<file path="config.mk">
export PLATFORM = sky130hd
export DESIGN_NAME = sh7604_mac_seq_flat
export DESIGN_NICKNAME = d
export VERILOG_FILES = /design/src/rtl/sh7604_mac_seq_if.sv /design/src/rtl/sh7604_mac_seq.sv /design/src/flat_wrapper.sv
export SDC_FILE = /design/constraint.sdc
export NUM_CORES = 1
export LEC_CHECK = 0
export CAP_MARGIN = 25
export CORE_MARGIN = 5
export CORE_UTILIZATION = 53
export CTS_CLUSTER_SIZE = 30
export DETAILED_ROUTE_END_ITERATION = 10
export PLACE_DENSITY = 0.87
export SLEW_MARGIN = 30
export SYNTH_ARGS = -nofsm -noshare
export SYNTH_HDL_FRONTEND = slang
export SYNTH_SLANG_ARGS = --single-unit
</file>
<file path="constraint.sdc">
create_clock -name CLK -period 11.2 [get_ports CLK]
set_clock_uncertainty 0.1 [all_clocks]
set_input_delay 3.36 -clock CLK [delete_from_list [all_inputs] [get_ports CLK]]
set_output_delay 3.36 -clock CLK [all_outputs]
set_load 0.05 [all_outputs]
</file>
<file path="src/rtl/sh7604_mac_seq_if.sv">
// Signal bundle between the MAC.W/MAC.L operand-fetch sequencer and its environment
// (core control, memory read bus and multiplier). master = sequencer, slave = environment.
interface sh7604_mac_seq_if;
  localparam int unsigned DW = 32;

  logic          CE_R;
  logic          EN;
  logic          START;
  logic          OP_L;
  logic          S_IN;
  logic          SAME_REG;
  logic [DW-1:0] RM_VAL;
  logic [DW-1:0] RN_VAL;
  logic [DW-1:0] BUS_A;
  logic          BUS_REQ;
  logic [DW-1:0] BUS_DI;
  logic          BUS_ACK;
  logic [DW-1:0] MAC_A;
  logic [DW-1:0] MAC_D;
  logic [1:0]    MAC_SEL;
  logic [3:0]    MAC_OP;
  logic          MAC_S;
  logic          MAC_WE;
  logic [DW-1:0] RM_NEW;
  logic [DW-1:0] RN_NEW;
  logic          RM_WE;
  logic          RN_WE;
  logic          BUSY;
  logic          DONE;
  logic          ADDR_ERR;

  modport master (
    input  CE_R, EN, START, OP_L, S_IN, SAME_REG, RM_VAL, RN_VAL, BUS_DI, BUS_ACK,
    output BUS_A, BUS_REQ, MAC_A, MAC_D, MAC_SEL, MAC_OP, MAC_S, MAC_WE,
           RM_NEW, RN_NEW, RM_WE, RN_WE, BUSY, DONE, ADDR_ERR
  );

  modport slave (
    output CE_R, EN, START, OP_L, S_IN, SAME_REG, RM_VAL, RN_VAL, BUS_DI, BUS_ACK,
    input  BUS_A, BUS_REQ, MAC_A, MAC_D, MAC_SEL, MAC_OP, MAC_S, MAC_WE,
           RM_NEW, RN_NEW, RM_WE, RN_WE, BUSY, DONE, ADDR_ERR
  );
endinterface

</file>
<file path="src/rtl/sh7604_mac_seq.sv">
// Operand-fetch sequencer for MAC.W / MAC.L @Rm+,@Rn+: reads @Rm then @Rn, forwards each
// word to the multiplier, returns post-incremented registers and covers the accumulate cycle.
module sh7604_mac_seq (
  input  logic             CLK,
  input  logic             RST,
  sh7604_mac_seq_if.master io
);
  localparam int unsigned AW  = 32;
  localparam int unsigned OPW = 4;
  localparam logic [OPW-1:0] OP_MACL = 4'b1001;
  localparam logic [OPW-1:0] OP_MACW = 4'b1011;

  typedef enum logic [2:0] {IDLE, RD_M, RD_N, ACC, FIN} state_e;

  state_e          state_q, state_d;
  logic            op_l_q, op_l_d;
  logic            s_q, s_d;
  logic [AW-1:0]   am_q, am_d;
  logic [AW-1:0]   an_q, an_d;
  logic            busy_q, busy_d;
  logic            done_q, done_d;
  logic            bus_req_q, bus_req_d;
  logic            addr_err_q, addr_err_d;
  logic            mac_s_q, mac_s_d;
  logic [OPW-1:0]  mac_op_q, mac_op_d;
  logic [AW-1:0]   bus_a_q, bus_a_d;
  logic [AW-1:0]   rm_new_q, rm_new_d;
  logic [AW-1:0]   rn_new_q, rn_new_d;
  logic [AW-1:0]   start_sz;
  logic [AW-1:0]   sz_d;
  logic            ack_c;

  function automatic logic misaligned(input logic [AW-1:0] a, input logic l);
    return l ? (a[1:0] != 2'b00) : a[0];
  endfunction

  // Next state plus the registered output image of that next state
  always_comb begin
    start_sz = io.OP_L ? AW'(4) : AW'(2);
    state_d  = state_q;
    op_l_d   = op_l_q;
    s_d      = s_q;
    am_d     = am_q;
    an_d     = an_q;

    case (state_q)
      IDLE: begin
        if (io.START && io.EN) begin
          op_l_d  = io.OP_L;
          s_d     = io.S_IN;
          am_d    = io.RM_VAL;
          an_d    = io.SAME_REG ? io.RM_VAL + start_sz : io.RN_VAL;
          state_d = RD_M;
        end
      end
      RD_M: begin
        if (addr_err_q)      state_d = IDLE;
        else if (io.BUS_ACK) state_d = RD_N;
      end
      RD_N: begin
        if (addr_err_q)      state_d = IDLE;
        else if (io.BUS_ACK) state_d = ACC;
      end
      ACC:     state_d = FIN;
      FIN:     state_d = IDLE;
      default: state_d = IDLE;
    endcase

    sz_d       = op_l_d ? AW'(4) : AW'(2);
    busy_d     = (state_d == RD_M) || (state_d == RD_N) || (state_d == ACC);
    done_d     = (state_d == FIN);
    mac_op_d   = busy_d ? (op_l_d ? OP_MACL : OP_MACW) : '0;
    mac_s_d    = busy_d & s_d;
    bus_a_d    = '0;
    addr_err_d = 1'b0;
    if (state_d == RD_M) begin
      bus_a_d    = am_d;
      addr_err_d = misaligned(am_d, op_l_d);
    end else if (state_d == RD_N) begin
      bus_a_d    = an_d;
      addr_err_d = misaligned(an_d, op_l_d);
    end
    // A misaligned operand never raises a request; the error pulse replaces it
    bus_req_d = ((state_d == RD_M) || (state_d == RD_N)) && !addr_err_d;
    rm_new_d  = (state_d == IDLE) ? '0 : am_d + sz_d;
    rn_new_d  = (state_d == IDLE) ? '0 : an_d + sz_d;
  end

  always_ff @(posedge CLK or posedge RST) begin
    if (RST) begin
      state_q    <= IDLE;
      op_l_q     <= 1'b0;
      s_q        <= 1'b0;
      am_q       <= '0;
      an_q       <= '0;
      busy_q     <= 1'b0;
      done_q     <= 1'b0;
      bus_req_q  <= 1'b0;
      addr_err_q <= 1'b0;
      mac_s_q    <= 1'b0;
      mac_op_q   <= '0;
      bus_a_q    <= '0;
      rm_new_q   <= '0;
      rn_new_q   <= '0;
    end else if (io.CE_R) begin
      state_q    <= state_d;
      op_l_q     <= op_l_d;
      s_q        <= s_d;
      am_q       <= am_d;
      an_q       <= an_d;
      busy_q     <= busy_d;
      done_q     <= done_d;
      bus_req_q  <= bus_req_d;
      addr_err_q <= addr_err_d;
      mac_s_q    <= mac_s_d;
      mac_op_q   <= mac_op_d;
      bus_a_q    <= bus_a_d;
      rm_new_q   <= rm_new_d;
      rn_new_q   <= rn_new_d;
    end
  end

  // Ack is consumed only on an enabled cycle, so the strobes fire exactly once per read
  assign ack_c = io.CE_R & io.BUS_ACK & bus_req_q;

  assign io.MAC_WE   = ack_c;
  assign io.MAC_SEL  = {ack_c & (state_q == RD_N), ack_c & (state_q == RD_M)};
  assign io.RM_WE    = ack_c & (state_q == RD_M);
  assign io.RN_WE    = ack_c & (state_q == RD_N);
  assign io.BUS_A    = bus_a_q;
  assign io.MAC_A    = bus_a_q;
  assign io.MAC_D    = io.BUS_DI;
  assign io.BUS_REQ  = bus_req_q;
  assign io.MAC_OP   = mac_op_q;
  assign io.MAC_S    = mac_s_q;
  assign io.RM_NEW   = rm_new_q;
  assign io.RN_NEW   = rn_new_q;
  assign io.BUSY     = busy_q;
  assign io.DONE     = done_q;
  assign io.ADDR_ERR = addr_err_q;
endmodule

</file>
<file path="src/flat_wrapper.sv">
// flat-port wrapper written by rule: the top's interface ports become plain ports
module sh7604_mac_seq_flat 
  (CLK, RST, io_CE_R, io_EN, io_START, io_OP_L, io_S_IN, io_SAME_REG, io_RM_VAL, io_RN_VAL, io_BUS_DI, io_BUS_ACK, io_BUS_A, io_BUS_REQ, io_MAC_A, io_MAC_D, io_MAC_SEL, io_MAC_OP, io_MAC_S, io_MAC_WE, io_RM_NEW, io_RN_NEW, io_RM_WE, io_RN_WE, io_BUSY, io_DONE, io_ADDR_ERR);
  sh7604_mac_seq_if io_i ();
  input  logic CLK;
  input  logic RST;
  input wire logic [$bits(io_i.CE_R)-1:0] io_CE_R;
  input wire logic [$bits(io_i.EN)-1:0] io_EN;
  input wire logic [$bits(io_i.START)-1:0] io_START;
  input wire logic [$bits(io_i.OP_L)-1:0] io_OP_L;
  input wire logic [$bits(io_i.S_IN)-1:0] io_S_IN;
  input wire logic [$bits(io_i.SAME_REG)-1:0] io_SAME_REG;
  input wire logic [$bits(io_i.RM_VAL)-1:0] io_RM_VAL;
  input wire logic [$bits(io_i.RN_VAL)-1:0] io_RN_VAL;
  input wire logic [$bits(io_i.BUS_DI)-1:0] io_BUS_DI;
  input wire logic [$bits(io_i.BUS_ACK)-1:0] io_BUS_ACK;
  output wire logic [$bits(io_i.BUS_A)-1:0] io_BUS_A;
  output wire logic [$bits(io_i.BUS_REQ)-1:0] io_BUS_REQ;
  output wire logic [$bits(io_i.MAC_A)-1:0] io_MAC_A;
  output wire logic [$bits(io_i.MAC_D)-1:0] io_MAC_D;
  output wire logic [$bits(io_i.MAC_SEL)-1:0] io_MAC_SEL;
  output wire logic [$bits(io_i.MAC_OP)-1:0] io_MAC_OP;
  output wire logic [$bits(io_i.MAC_S)-1:0] io_MAC_S;
  output wire logic [$bits(io_i.MAC_WE)-1:0] io_MAC_WE;
  output wire logic [$bits(io_i.RM_NEW)-1:0] io_RM_NEW;
  output wire logic [$bits(io_i.RN_NEW)-1:0] io_RN_NEW;
  output wire logic [$bits(io_i.RM_WE)-1:0] io_RM_WE;
  output wire logic [$bits(io_i.RN_WE)-1:0] io_RN_WE;
  output wire logic [$bits(io_i.BUSY)-1:0] io_BUSY;
  output wire logic [$bits(io_i.DONE)-1:0] io_DONE;
  output wire logic [$bits(io_i.ADDR_ERR)-1:0] io_ADDR_ERR;
  assign io_i.CE_R = io_CE_R;
  assign io_i.EN = io_EN;
  assign io_i.START = io_START;
  assign io_i.OP_L = io_OP_L;
  assign io_i.S_IN = io_S_IN;
  assign io_i.SAME_REG = io_SAME_REG;
  assign io_i.RM_VAL = io_RM_VAL;
  assign io_i.RN_VAL = io_RN_VAL;
  assign io_i.BUS_DI = io_BUS_DI;
  assign io_i.BUS_ACK = io_BUS_ACK;
  assign io_BUS_A = io_i.BUS_A;
  assign io_BUS_REQ = io_i.BUS_REQ;
  assign io_MAC_A = io_i.MAC_A;
  assign io_MAC_D = io_i.MAC_D;
  assign io_MAC_SEL = io_i.MAC_SEL;
  assign io_MAC_OP = io_i.MAC_OP;
  assign io_MAC_S = io_i.MAC_S;
  assign io_MAC_WE = io_i.MAC_WE;
  assign io_RM_NEW = io_i.RM_NEW;
  assign io_RN_NEW = io_i.RN_NEW;
  assign io_RM_WE = io_i.RM_WE;
  assign io_RN_WE = io_i.RN_WE;
  assign io_BUSY = io_i.BUSY;
  assign io_DONE = io_i.DONE;
  assign io_ADDR_ERR = io_i.ADDR_ERR;
  sh7604_mac_seq u_core (.CLK(CLK), .RST(RST), .io(io_i));
endmodule
</file>
* Yosys cells after proc, flatten, opt, wreduce, memory -nomap -nowiden
Index checks and enable logic that the tools add are counted.
W data, S select, Z words.
** Storage, ports and cells
- Register bits after elaboration :: 174
- Input bits :: 105
- Output and inout port bits :: 174
- Word-level logic and storage cells :: 65
** Operators by class
- Add/subtract/negate cells :: 3
- Equality and inequality tests :: 7
- Muxes and demuxes :: 27
- Bitwise operators :: 5
- Reductions and logical operators :: 9
** Operators with widths (count)
- $mux W32 :: 9
- $add A32 B32 Y32 :: 3
- $mux W3 :: 7
- $eq A3 B2 Y1 const B :: 4
- $pmux W3 S4 :: 1
- $mux W1 :: 8
- $eq A3 B1 Y1 const B :: 2
- $logic_not A3 Y1 :: 2
- $and A1 B1 Y1 :: 5
- $mux W4 :: 1
- $reduce_bool A2 Y1 :: 2
- $eq A3 B3 Y1 const B :: 1
- $logic_and A1 B1 Y1 :: 2
- $logic_or A1 B1 Y1 :: 2
- $mux W2 :: 1
- $logic_not A1 Y1 :: 1

* Longest topological paths before layout
Gate-level depths: netlist of run 1.
- Depth in word-level cells :: 11
- Gate-level depth with buffers :: 19
- Depth with buffers taken out :: 14

* Least setup slack after synthesis of run 1
No wires, ideal clock.
- Kind :: input to output
- Start point :: input port io_CE_R
- End point :: output port io_MAC_SEL[1]
- Data arrival time :: 6205 ps
- Required time :: 7740 ps
- Setup slack :: 1535 ps
- Stages :: 5
- Buffers on the path :: 3
- Path through :: clkbuf_1 -> clkbuf_1 -> nand3_1 -> nor4b_1 -> buf_4
** On the way
- Longest elaborated chain between the ends :: 3
** Ends and longest elaborated chain
- start, declared :: line flat_wrapper.sv:7 : input wire logic [$bits(io_i.CE_R)-1:0] io_CE_R;
- $and A1 B1 Y1 (2 in series) :: line sh7604_mac_seq.sv:124 : assign ack_c = io.CE_R & io.BUS_ACK & bus_req_q;
- $and A1 B1 Y1
- end, declared :: line flat_wrapper.sv:21 : output wire logic [$bits(io_i.MAC_SEL)-1:0] io_MAC_SEL;
Every way passes these cells.

* Final worst setup path of run 1
- Start point :: input port io_BUS_ACK
- End point :: output port io_MAC_SEL[1]
** On the way
- Longest elaborated chain between the ends :: 3
** Ends and longest elaborated chain
- start, declared :: line flat_wrapper.sv:16 : input wire logic [$bits(io_i.BUS_ACK)-1:0] io_BUS_ACK;
- $and A1 B1 Y1 (2 in series) :: line sh7604_mac_seq.sv:124
- $and A1 B1 Y1 :: line sh7604_mac_seq.sv:127 : assign io.MAC_SEL = {ack_c & (state_q == RD_N), ack_c & (state_q == RD_M)};
Every way passes these cells.

==> report_table.html, run 1 <==
<table>
<tr><th>Metric</th><th>Value</th></tr>
<tr><th colspan="2">Outcome</th></tr>
<tr><td>Outcome</td><td>finished, final reports clean</td></tr>
<tr><th colspan="2">Finish</th></tr>
<tr><td>Synthesis-to-finish area growth</td><td>22.79%</td></tr>
<tr><td>Utilization after layout</td><td>0.6554</td></tr>
<tr><td>Filler instances</td><td>1,522</td></tr>
<tr><td>Fraction of layout cells with a size suffix above 1</td><td>0.07271</td></tr>
<tr><td>Number of nets in the layout</td><td>1,325</td></tr>
<tr><td>Area taken by multi-input logic gates</td><td>about 5100 um^2</td></tr>
<tr><td>Diodes inserted</td><td>0</td></tr>
<tr><td>Storage element area</td><td>4279 um^2</td></tr>
<tr><td>Most frequent standard cell in the layout excluding fill and tap cells</td><td>sky130_fd_sc_hd__clkdlybuf4s50_1</td></tr>
<tr><td>Commonest cells after routing, fill and taps aside</td><td>sky130_fd_sc_hd__clkdlybuf4s50_1, sky130_fd_sc_hd__dfrtp_1, sky130_fd_sc_hd__nor2_1</td></tr>
<tr><th colspan="2">Power and ir drop</th></tr>
<tr><td>Power density over cell area</td><td>274.7 nW/um^2</td></tr>
<tr><td>Sequential share of power</td><td>0.284</td></tr>
<tr><td>Total power</td><td>0.003482 W</td></tr>
<tr><td>Cell internal pwr</td><td>0.001837 W</td></tr>
<tr><td>Leakage dissipation</td><td>5.040 nW</td></tr>
<tr><td>Comb power frac</td><td>0.529</td></tr>
<tr><td>Net switching power figure</td><td>0.001645 W</td></tr>
<tr><td>Clock network fraction of design power</td><td>0.187</td></tr>
<tr><td>Switching power as a share of total power</td><td>0.4725</td></tr>
<tr><td>Worst-case vdd ir drop</td><td>0.1527 mV</td></tr>
<tr><th colspan="2">Logic synthesis</th></tr>
<tr><td>Prevailing post-synth register cell</td><td>sky130_fd_sc_hd__dfrtp_1</td></tr>
<tr><td>EDFF count, synth</td><td>0</td></tr>
<tr><td>Share of flip-flops with an asynchronous set or reset after synthesis</td><td>1.000</td></tr>
<tr><td>Mapped Nets</td><td>1,224</td></tr>
<tr><td>Post-Synthesis Cell Area</td><td>10,320 um^2</td></tr>
<tr><td>Avg Cell Area, Syn</td><td>9.297 um^2</td></tr>
<tr><td>Count of synthesis-stage warnings from yosys</td><td>0</td></tr>
<tr><td>Part of the Yosys area used for sequential elements</td><td>0.4146</td></tr>
<tr><td>Number of flip-flops and latches in the synthesized netlist</td><td>171</td></tr>
<tr><td>Post-Syn Instances</td><td>around 1,100</td></tr>
<tr><td>Count of cell types in the netlist</td><td>81</td></tr>
<tr><th colspan="2">Die</th></tr>
<tr><td>Num ports</td><td>279</td></tr>
<tr><td>Overall die width</td><td>149.5 um</td></tr>
<tr><td>Row cnt</td><td>51</td></tr>
<tr><td>Floorplan die area</td><td>22,360 um^2</td></tr>
<tr><td>Height of the die</td><td>149.5 um</td></tr>
<tr><td>Initial standard-cell utilization of the core</td><td>0.5337</td></tr>
<tr><td>Core area</td><td>19,330 um^2</td></tr>
<tr><th colspan="2">Worst setup path</th></tr>
<tr><td>Reg2reg start</td><td>u_core.state_q[1]</td></tr>
<tr><td>Cell depth of the worst flop-to-flop path</td><td>12</td></tr>
<tr><td>Crit path required time</td><td>just under 8 ns</td></tr>
<tr><td>Highest fanout seen on the critical path</td><td>6</td></tr>
<tr><td>Arrival time of data at the critical path endpoint</td><td>5.36 ns</td></tr>
<tr><td>Capture point of the worst reg-to-reg path</td><td>u_core.io.RM_NEW[31]</td></tr>
<tr><td>CP endpoint kind</td><td>output port</td></tr>
<tr><td>R2R Setup Slk</td><td>between 5 and 6 ns</td></tr>
<tr><td>Crit Path Category</td><td>in -&gt; out</td></tr>
<tr><td>Startpoint Class</td><td>input port</td></tr>
<tr><th colspan="2">Placed design</th></tr>
<tr><td>Routability congestion estimate from global placement</td><td>slightly above 0.9</td></tr>
<tr><td># port buffers</td><td>213</td></tr>
<tr><td>Half-perimeter wire length after placement</td><td>21,490 um</td></tr>
<tr><th colspan="2">Clocking</th></tr>
<tr><td>Clk_lat worst skew</td><td>0.45 ns</td></tr>
<tr><td>Maximum root-to-sink buffer count</td><td>2</td></tr>
<tr><td>Clock sink count</td><td>171</td></tr>
<tr><td>Cells resized by post-CTS repair</td><td>0</td></tr>
<tr><td>Total of hold buffers inserted after clock tree synthesis</td><td>0</td></tr>
<tr><td>Number of setup buffers added after CTS</td><td>0</td></tr>
<tr><td>Total CTS buffers</td><td>17</td></tr>
<tr><td>Clock transition time at the flip-flop clock pins of the worst setup and hold paths</td><td>~0.060 ns</td></tr>
<tr><td>Clock tree from TritonCTS</td><td>yes</td></tr>
<tr><td>CTS root buffer</td><td>sky130_fd_sc_hd__clkbuf_16</td></tr>
<tr><td>Maximum level of the CTS H-tree</td><td>4</td></tr>
<tr><th colspan="2">Hold path</th></tr>
<tr><td>Capture endpoint of the worst hold path</td><td>u_core.io.MAC_S</td></tr>
<tr><td>Worst hold path startpoint</td><td>u_core.io.MAC_S</td></tr>
<tr><td>Number of cells traversed by the worst hold path</td><td>1</td></tr>
<tr><td>Worst min-delay path category</td><td>reg -&gt; reg</td></tr>
<tr><th colspan="2">Routing</th></tr>
<tr><td>WL/cell</td><td>20.65 um</td></tr>
<tr><td>Uppermost routed layer</td><td>met5</td></tr>
<tr><td>Amount of wire on met3 after detailed routing</td><td>3245 um</td></tr>
<tr><td>Drt drc</td><td>0</td></tr>
<tr><td>Routed length on met2</td><td>13,890 um</td></tr>
<tr><td>Post-detailed-routing wire length</td><td>roughly 31,000 um</td></tr>
<tr><td>Wl on met1</td><td>12,720 um</td></tr>
<tr><td>Drt initial violations</td><td>1,296</td></tr>
<tr><td>Number of vias after detailed routing</td><td>9,280</td></tr>
<tr><td>Number of nets with antenna violations after detailed routing</td><td>0</td></tr>
<tr><td>Number of vias per cell</td><td>between 6 and 7</td></tr>
<tr><td>Detailed Routing Iterations Pass 1</td><td>5</td></tr>
<tr><th colspan="2">Timing</th></tr>
<tr><td>Final Hold Fails</td><td>0</td></tr>
<tr><td>F_max</td><td>0.1134 GHz</td></tr>
<tr><td>RSZ-0062 raised after global routing</td><td>false</td></tr>
<tr><td>Total of endpoints with negative setup slack in the final report</td><td>0</td></tr>
<tr><td>Sum of negative setup slack</td><td>0 ns</td></tr>
<tr><td>Slew @ Worst Pin</td><td>between 1 and 1.5 ns</td></tr>
<tr><td>Pins over their slew limit</td><td>0</td></tr>
<tr><td>Final period demand of the worst path</td><td>8.822 ns</td></tr>
<tr><td>Worst hold slack</td><td>~0.38 ns</td></tr>
<tr><td>Slew HR</td><td>0.2909</td></tr>
<tr><td>Share of the cycle needed by the critical path after routing</td><td>0.7877</td></tr>
<tr><th colspan="2">Global routing</th></tr>
<tr><td>Via count of the first global-routing pass</td><td>8,902</td></tr>
<tr><td>First-pass GRT wire length</td><td>just under 50,000 um</td></tr>
<tr><td>Initial antenna violation count</td><td>1</td></tr>
<tr><td>Remaining Overflow, GRT</td><td>0</td></tr>
<tr><td>Maximum number of pins on one net before global-route repair</td><td>about 110</td></tr>
<tr><td>Combined global-route utilization of all metal layers</td><td>0.2723</td></tr>
<tr><th colspan="2">Job</th></tr>
<tr><td>Number of max-capacitance violations reported</td><td>0</td></tr>
</table>
-- worst max-delay path, cell delays in order --
cell and delay [ns]:
sky130_fd_sc_hd__clkdlybuf4s50_1 0.58, sky130_fd_sc_hd__nand3_1 0.15, sky130_fd_sc_hd__nor4b_1 0.39, sky130_fd_sc_hd__clkdlybuf4s50_1 0.88
-- cell usage after synthesis, types with 18 or more instances --
cell type                  count  area, um^2
sky130_fd_sc_hd__dfrtp_1     171        4279
sky130_fd_sc_hd__nor2_1      154       578.1
sky130_fd_sc_hd__a21oi_1     105       525.5
sky130_fd_sc_hd__buf_4        70       525.5
sky130_fd_sc_hd__a22o_1       50       437.9
sky130_fd_sc_hd__clkbuf_1     48       180.2
sky130_fd_sc_hd__o21ai_0      39       195.2
sky130_fd_sc_hd__nand2_1      35       131.4
sky130_fd_sc_hd__xnor2_1      32       280.3
sky130_fd_sc_hd__mux2i_1      31       310.3
sky130_fd_sc_hd__xor2_1       31       271.5
sky130_fd_sc_hd__nor3_1       23       115.1
sky130_fd_sc_hd__inv_1        22       82.58
sky130_fd_sc_hd__o221ai_1     22       192.7
sky130_fd_sc_hd__o21a_1       21       157.7
sky130_fd_sc_hd__nand3_1      19       95.09
sky130_fd_sc_hd__nand4_1      18       112.6
-- worst max path at each step --
| stage | from | end | slack (ns) | cells past startpoint |
|---|---|---|---|---|
| 3_5_place_dp | io_BUS_ACK | io_MAC_SEL[1] | 2.39 | 4 |
| 4_1_cts | io_BUS_ACK | io_MAC_SEL[1] | 2.38 | 4 |
| 2_1_floorplan | io_CE_R | io_MAC_SEL[1] | 1.53 | 5 |
| 6_report | io_BUS_ACK | io_MAC_SEL[1] | 2.38 | 4 |
| 3_3_place_gp | io_BUS_ACK | io_MAC_SEL[1] | 2.44 | 4 |
| 5_1_grt | io_CE_R | io_RN_WE | 2.22 | 4 |
-- area by class of cell --
type                       instances  area share
clock buffer                      19     0.03574
tap                              265     0.02616
clock inverter                    13     0.01491
multi-input combinational        771      0.4023
inverter                          23    0.007405
sequential                       171      0.3377
timing repair buffer             227      0.1758
-- sequential cells by signal (all words and copies together) (netlist names) --
name                count
u_core.io.BUS_REQ       1
u_core.am_q            32
u_core.io.ADDR_ERR      1
u_core.op_l_q           1
u_core.io.MAC_OP        2
u_core.an_q            32
u_core.io.BUS_A        32
u_core.state_q          3
u_core.io.RN_NEW       32
u_core.io.RM_NEW       32
u_core.io.DONE          1
u_core.s_q              1
u_core.io.MAC_S         1
-- metal layers --
layer / up-vias / track usage
li1: 4126 / -
met1: 4450 / 0.3844
met2: 617 / 0.4174
met3: 85 / 0.06360
met4: 2 / 0.08741
met5: - / 0
-- power groups by stage --
stage	logic (W)	clock network, W	registers [W]
after floorplan	0.000870	0	0.00142
after global placement	0.00180	0	0.000983
after detailed placement	0.00183	0	0.000989
after CTS	0.00184	0.000652	0.000985
after global routing	0.00194	0.000678	0.00101
final	0.00184	0.000650	0.000990
-- stage by stage --
stage / cell area (um^2) / cells / setup slack (ns)
after floorplan: 10320 / 1110 / 1.535
after global placement: 12020 / 1456 / 2.441
after detailed placement: 12030 / 1456 / 2.391
after CTS: 12670 / 1488 / 2.379
after global routing: 12670 / 1489 / 2.223
final: 12670 / 1489 / 2.378
-- cells by family after synthesis --
logic type	share of synthesized area
XOR/XNOR	0.05347
buffers and inverters	0.09226
AO/OA/AOI/OAI	0.2031
AND/OR/NAND/NOR	0.1851
flip-flops	0.4146
multiplexers	0.03795
other	0.0003634
adder cells (fa/ha/maj)	0.01309
Power figures use the tool's default switching activity.
==> run 2: changes to the inputs <==
CORE_UTILIZATION = 49   (was 53)
PLACE_DENSITY = 0.81   (was 0.87)
clock period = 8.25 ns   (was 11.2 ns; I/O delays follow)
==> run 2 against run 1 <==
  * Register-to-register slack lost 2.2 ns
  * Worst setup slack got worse by 1.2 ns
  * Power up 35%
  * Final cell count increased by 1.1%
  * Routed wire length up 3.1%
  * Critical path type unchanged
==> report_table.html, run 2 (synthesis results as in run 1) <==
<table>
<tr><th>Metric</th><th>Value</th></tr>
<tr><th colspan="2">Outcome</th></tr>
<tr><td>Outcome</td><td>finished, final reports clean</td></tr>
<tr><th colspan="2">Global routing</th></tr>
<tr><td>Remaining Overflow, GRT</td><td>0</td></tr>
<tr><td>Combined global-route utilization of all metal layers</td><td>0.2573</td></tr>
<tr><td>Initial antenna violation count</td><td>0</td></tr>
<tr><td>Maximum number of pins on one net before global-route repair</td><td>99</td></tr>
<tr><td>First-pass GRT wire length</td><td>49,230 um</td></tr>
<tr><td>Via count of the first global-routing pass</td><td>8,822</td></tr>
<tr><th colspan="2">Worst setup path</th></tr>
<tr><td>Crit path required time</td><td>around 5.7 ns</td></tr>
<tr><td>Startpoint Class</td><td>input port</td></tr>
<tr><td>Crit Path Category</td><td>in -&gt; out</td></tr>
<tr><td>Highest fanout seen on the critical path</td><td>6</td></tr>
<tr><td>Cell depth of the worst flop-to-flop path</td><td>13</td></tr>
<tr><td>CP endpoint kind</td><td>output port</td></tr>
<tr><td>Beginning of the critical path</td><td>io_BUS_ACK</td></tr>
<tr><td>Reg2reg start</td><td>u_core.state_q[1]</td></tr>
<tr><td>Arrival time of data at the critical path endpoint</td><td>4.52 ns</td></tr>
<tr><th colspan="2">Clocking</th></tr>
<tr><td>Maximum level of the CTS H-tree</td><td>4</td></tr>
<tr><td>Number of setup buffers added after CTS</td><td>0</td></tr>
<tr><td>CTS root buffer</td><td>sky130_fd_sc_hd__clkbuf_16</td></tr>
<tr><td>Clock tree from TritonCTS</td><td>yes</td></tr>
<tr><td>Clock transition time at the flip-flop clock pins of the worst setup and hold paths</td><td>0.06 ns</td></tr>
<tr><td>Clock sink count</td><td>171</td></tr>
<tr><td>Maximum root-to-sink buffer count</td><td>2</td></tr>
<tr><td>Clk_lat worst skew</td><td>0.43 ns</td></tr>
<tr><td>Total CTS buffers</td><td>17</td></tr>
<tr><td>Total of hold buffers inserted after clock tree synthesis</td><td>0</td></tr>
<tr><td>Cells resized by post-CTS repair</td><td>0</td></tr>
<tr><th colspan="2">Timing</th></tr>
<tr><td>Pins over their slew limit</td><td>0</td></tr>
<tr><td>Total of endpoints with negative setup slack in the final report</td><td>0</td></tr>
<tr><td>Final period demand of the worst path</td><td>7.092 ns</td></tr>
<tr><td>Worst hold slack</td><td>0.3931 ns</td></tr>
<tr><td>Slew HR</td><td>0.3227</td></tr>
<tr><td>Sum of negative setup slack</td><td>0 ns</td></tr>
<tr><td>Slew @ Worst Pin</td><td>between 1 and 1.5 ns</td></tr>
<tr><td>Final Hold Fails</td><td>0</td></tr>
<tr><td>F_max</td><td>0.1410 GHz</td></tr>
<tr><td>Share of the cycle needed by the critical path after routing</td><td>0.8596</td></tr>
<tr><td>RSZ-0062 raised after global routing</td><td>false</td></tr>
<tr><th colspan="2">Power and ir drop</th></tr>
<tr><td>Total power</td><td>around 0.0047 W</td></tr>
<tr><td>Worst-case vdd ir drop</td><td>about 0.21 mV</td></tr>
<tr><td>Leakage dissipation</td><td>5.060 nW</td></tr>
<tr><td>Power density over cell area</td><td>370.6 nW/um^2</td></tr>
<tr><th colspan="2">Die</th></tr>
<tr><td>Floorplan die area</td><td>24,060 um^2</td></tr>
<tr><td>Overall die width</td><td>155.1 um</td></tr>
<tr><td>Num ports</td><td>279</td></tr>
<tr><td>Core area</td><td>20,890 um^2</td></tr>
<tr><td>Initial standard-cell utilization of the core</td><td>0.4940</td></tr>
<tr><td>Row cnt</td><td>53</td></tr>
<tr><td>Height of the die</td><td>155.1 um</td></tr>
<tr><th colspan="2">Finish</th></tr>
<tr><td>Synthesis-to-finish area growth</td><td>23.05%</td></tr>
<tr><td>Fraction of layout cells with a size suffix above 1</td><td>0.07555</td></tr>
<tr><td>Most frequent standard cell in the layout excluding fill and tap cells</td><td>sky130_fd_sc_hd__clkdlybuf4s50_1</td></tr>
<tr><td>Diodes inserted</td><td>0</td></tr>
<tr><td>Number of nets in the layout</td><td>1,332</td></tr>
<tr><td>Commonest cells after routing, fill and taps aside</td><td>sky130_fd_sc_hd__clkdlybuf4s50_1, sky130_fd_sc_hd__dfrtp_1, sky130_fd_sc_hd__nor2_1</td></tr>
<tr><td>Area of all placed cells without fillers</td><td>12,700 um^2</td></tr>
<tr><td>Filler instances</td><td>1,754</td></tr>
<tr><th colspan="2">Routing</th></tr>
<tr><td>Number of vias per cell</td><td>6.182</td></tr>
<tr><td>Post-detailed-routing wire length</td><td>31,700 um</td></tr>
<tr><td>Number of vias after detailed routing</td><td>9,310</td></tr>
<tr><td>Drt drc</td><td>0</td></tr>
<tr><td>Drt initial violations</td><td>between 1,000 and 1,500</td></tr>
<tr><td>Detailed Routing Iterations Pass 1</td><td>6</td></tr>
<tr><td>Number of nets with antenna violations after detailed routing</td><td>0</td></tr>
<tr><td>WL/cell</td><td>21.05 um</td></tr>
<tr><th colspan="2">Placed design</th></tr>
<tr><td># port buffers</td><td>213</td></tr>
<tr><td>Routability congestion estimate from global placement</td><td>0.9404</td></tr>
<tr><td>Cell area reported after detailed placement</td><td>approximately 12,000 um^2</td></tr>
<tr><td>Half-perimeter wire length after placement</td><td>22,270 um</td></tr>
<tr><th colspan="2">Hold path</th></tr>
<tr><td>Number of cells traversed by the worst hold path</td><td>1</td></tr>
<tr><td>Worst min-delay path category</td><td>reg -&gt; reg</td></tr>
<tr><td>Worst hold path startpoint</td><td>u_core.io.MAC_S</td></tr>
<tr><th colspan="2">Job</th></tr>
<tr><td>Number of max-capacitance violations reported</td><td>0</td></tr>
</table>
## run 2: changes by cell type in the layout (fill, tap and decap cells not counted), sizes merged
cell and delta:
bufinv -1, clkbuf +1, clkinv +3, clkinvlp -2
inv -2, buf +8
## run 2: area by class of cell
cell class | count | area (um^2) | share of cell area
multi-input cells | 771 | 5099 | 0.4015
well taps | 275 | 344.1 | 0.02710
flip-flops and latches | 171 | 4279 | 0.3370
inverters | 23 | 93.84 | 0.007390
repair buffers | 234 | 2287 | 0.1801
clock buffers | 21 | 450.4 | 0.03547
clock inverters | 11 | 145.1 | 0.01143
## run 2: worst paths after layout
kind	endpoint	slack [ns]
worst max-delay path	io_RN_WE	1.16
worst min-delay path	u_core.io.MAC_S	0.39
worst max register to register	u_core.io.RM_NEW[31]	3.53
worst min register to register	u_core.io.MAC_S	0.39
max in group asynchronous	u_core.io.RM_NEW[7]	4.47
min in group asynchronous	u_core.io.BUS_A[19]	2.46
## run 2: routing by layer
metal  up-vias  global-route usage  wire [um]
met5         -                   0          0
met4         0             0.09378        974
met3        94             0.07455       3410
met2       569              0.3769      13970
met1      4496              0.3636      13350
li1       4151                   -          -
## run 2: power by group
part | switching [W] | internal (W)
clock | 0.000340 | 0.000484
sequential | 0.000213 | 0.00113
combinational | 0.00169 | 0.000854
total | 0.00224 | 0.00246
## run 2: critical path, cell delays in order
cell and delay (ns):
sky130_fd_sc_hd__clkdlybuf4s50_1 0.59, sky130_fd_sc_hd__nand3_1 0.15, sky130_fd_sc_hd__nor4b_1 0.41, sky130_fd_sc_hd__clkdlybuf4s50_1 0.89
## run 2: metrics by stage
stage	instances	worst slack, ns	utilization
after global routing	1506	1.038	0.6079
after CTS	1505	1.194	0.6074
after detailed placement	1473	1.207	0.5789
after floorplan	1110	0.3548	-
after global placement	1473	1.265	0.5789
final	1506	1.158	0.6079
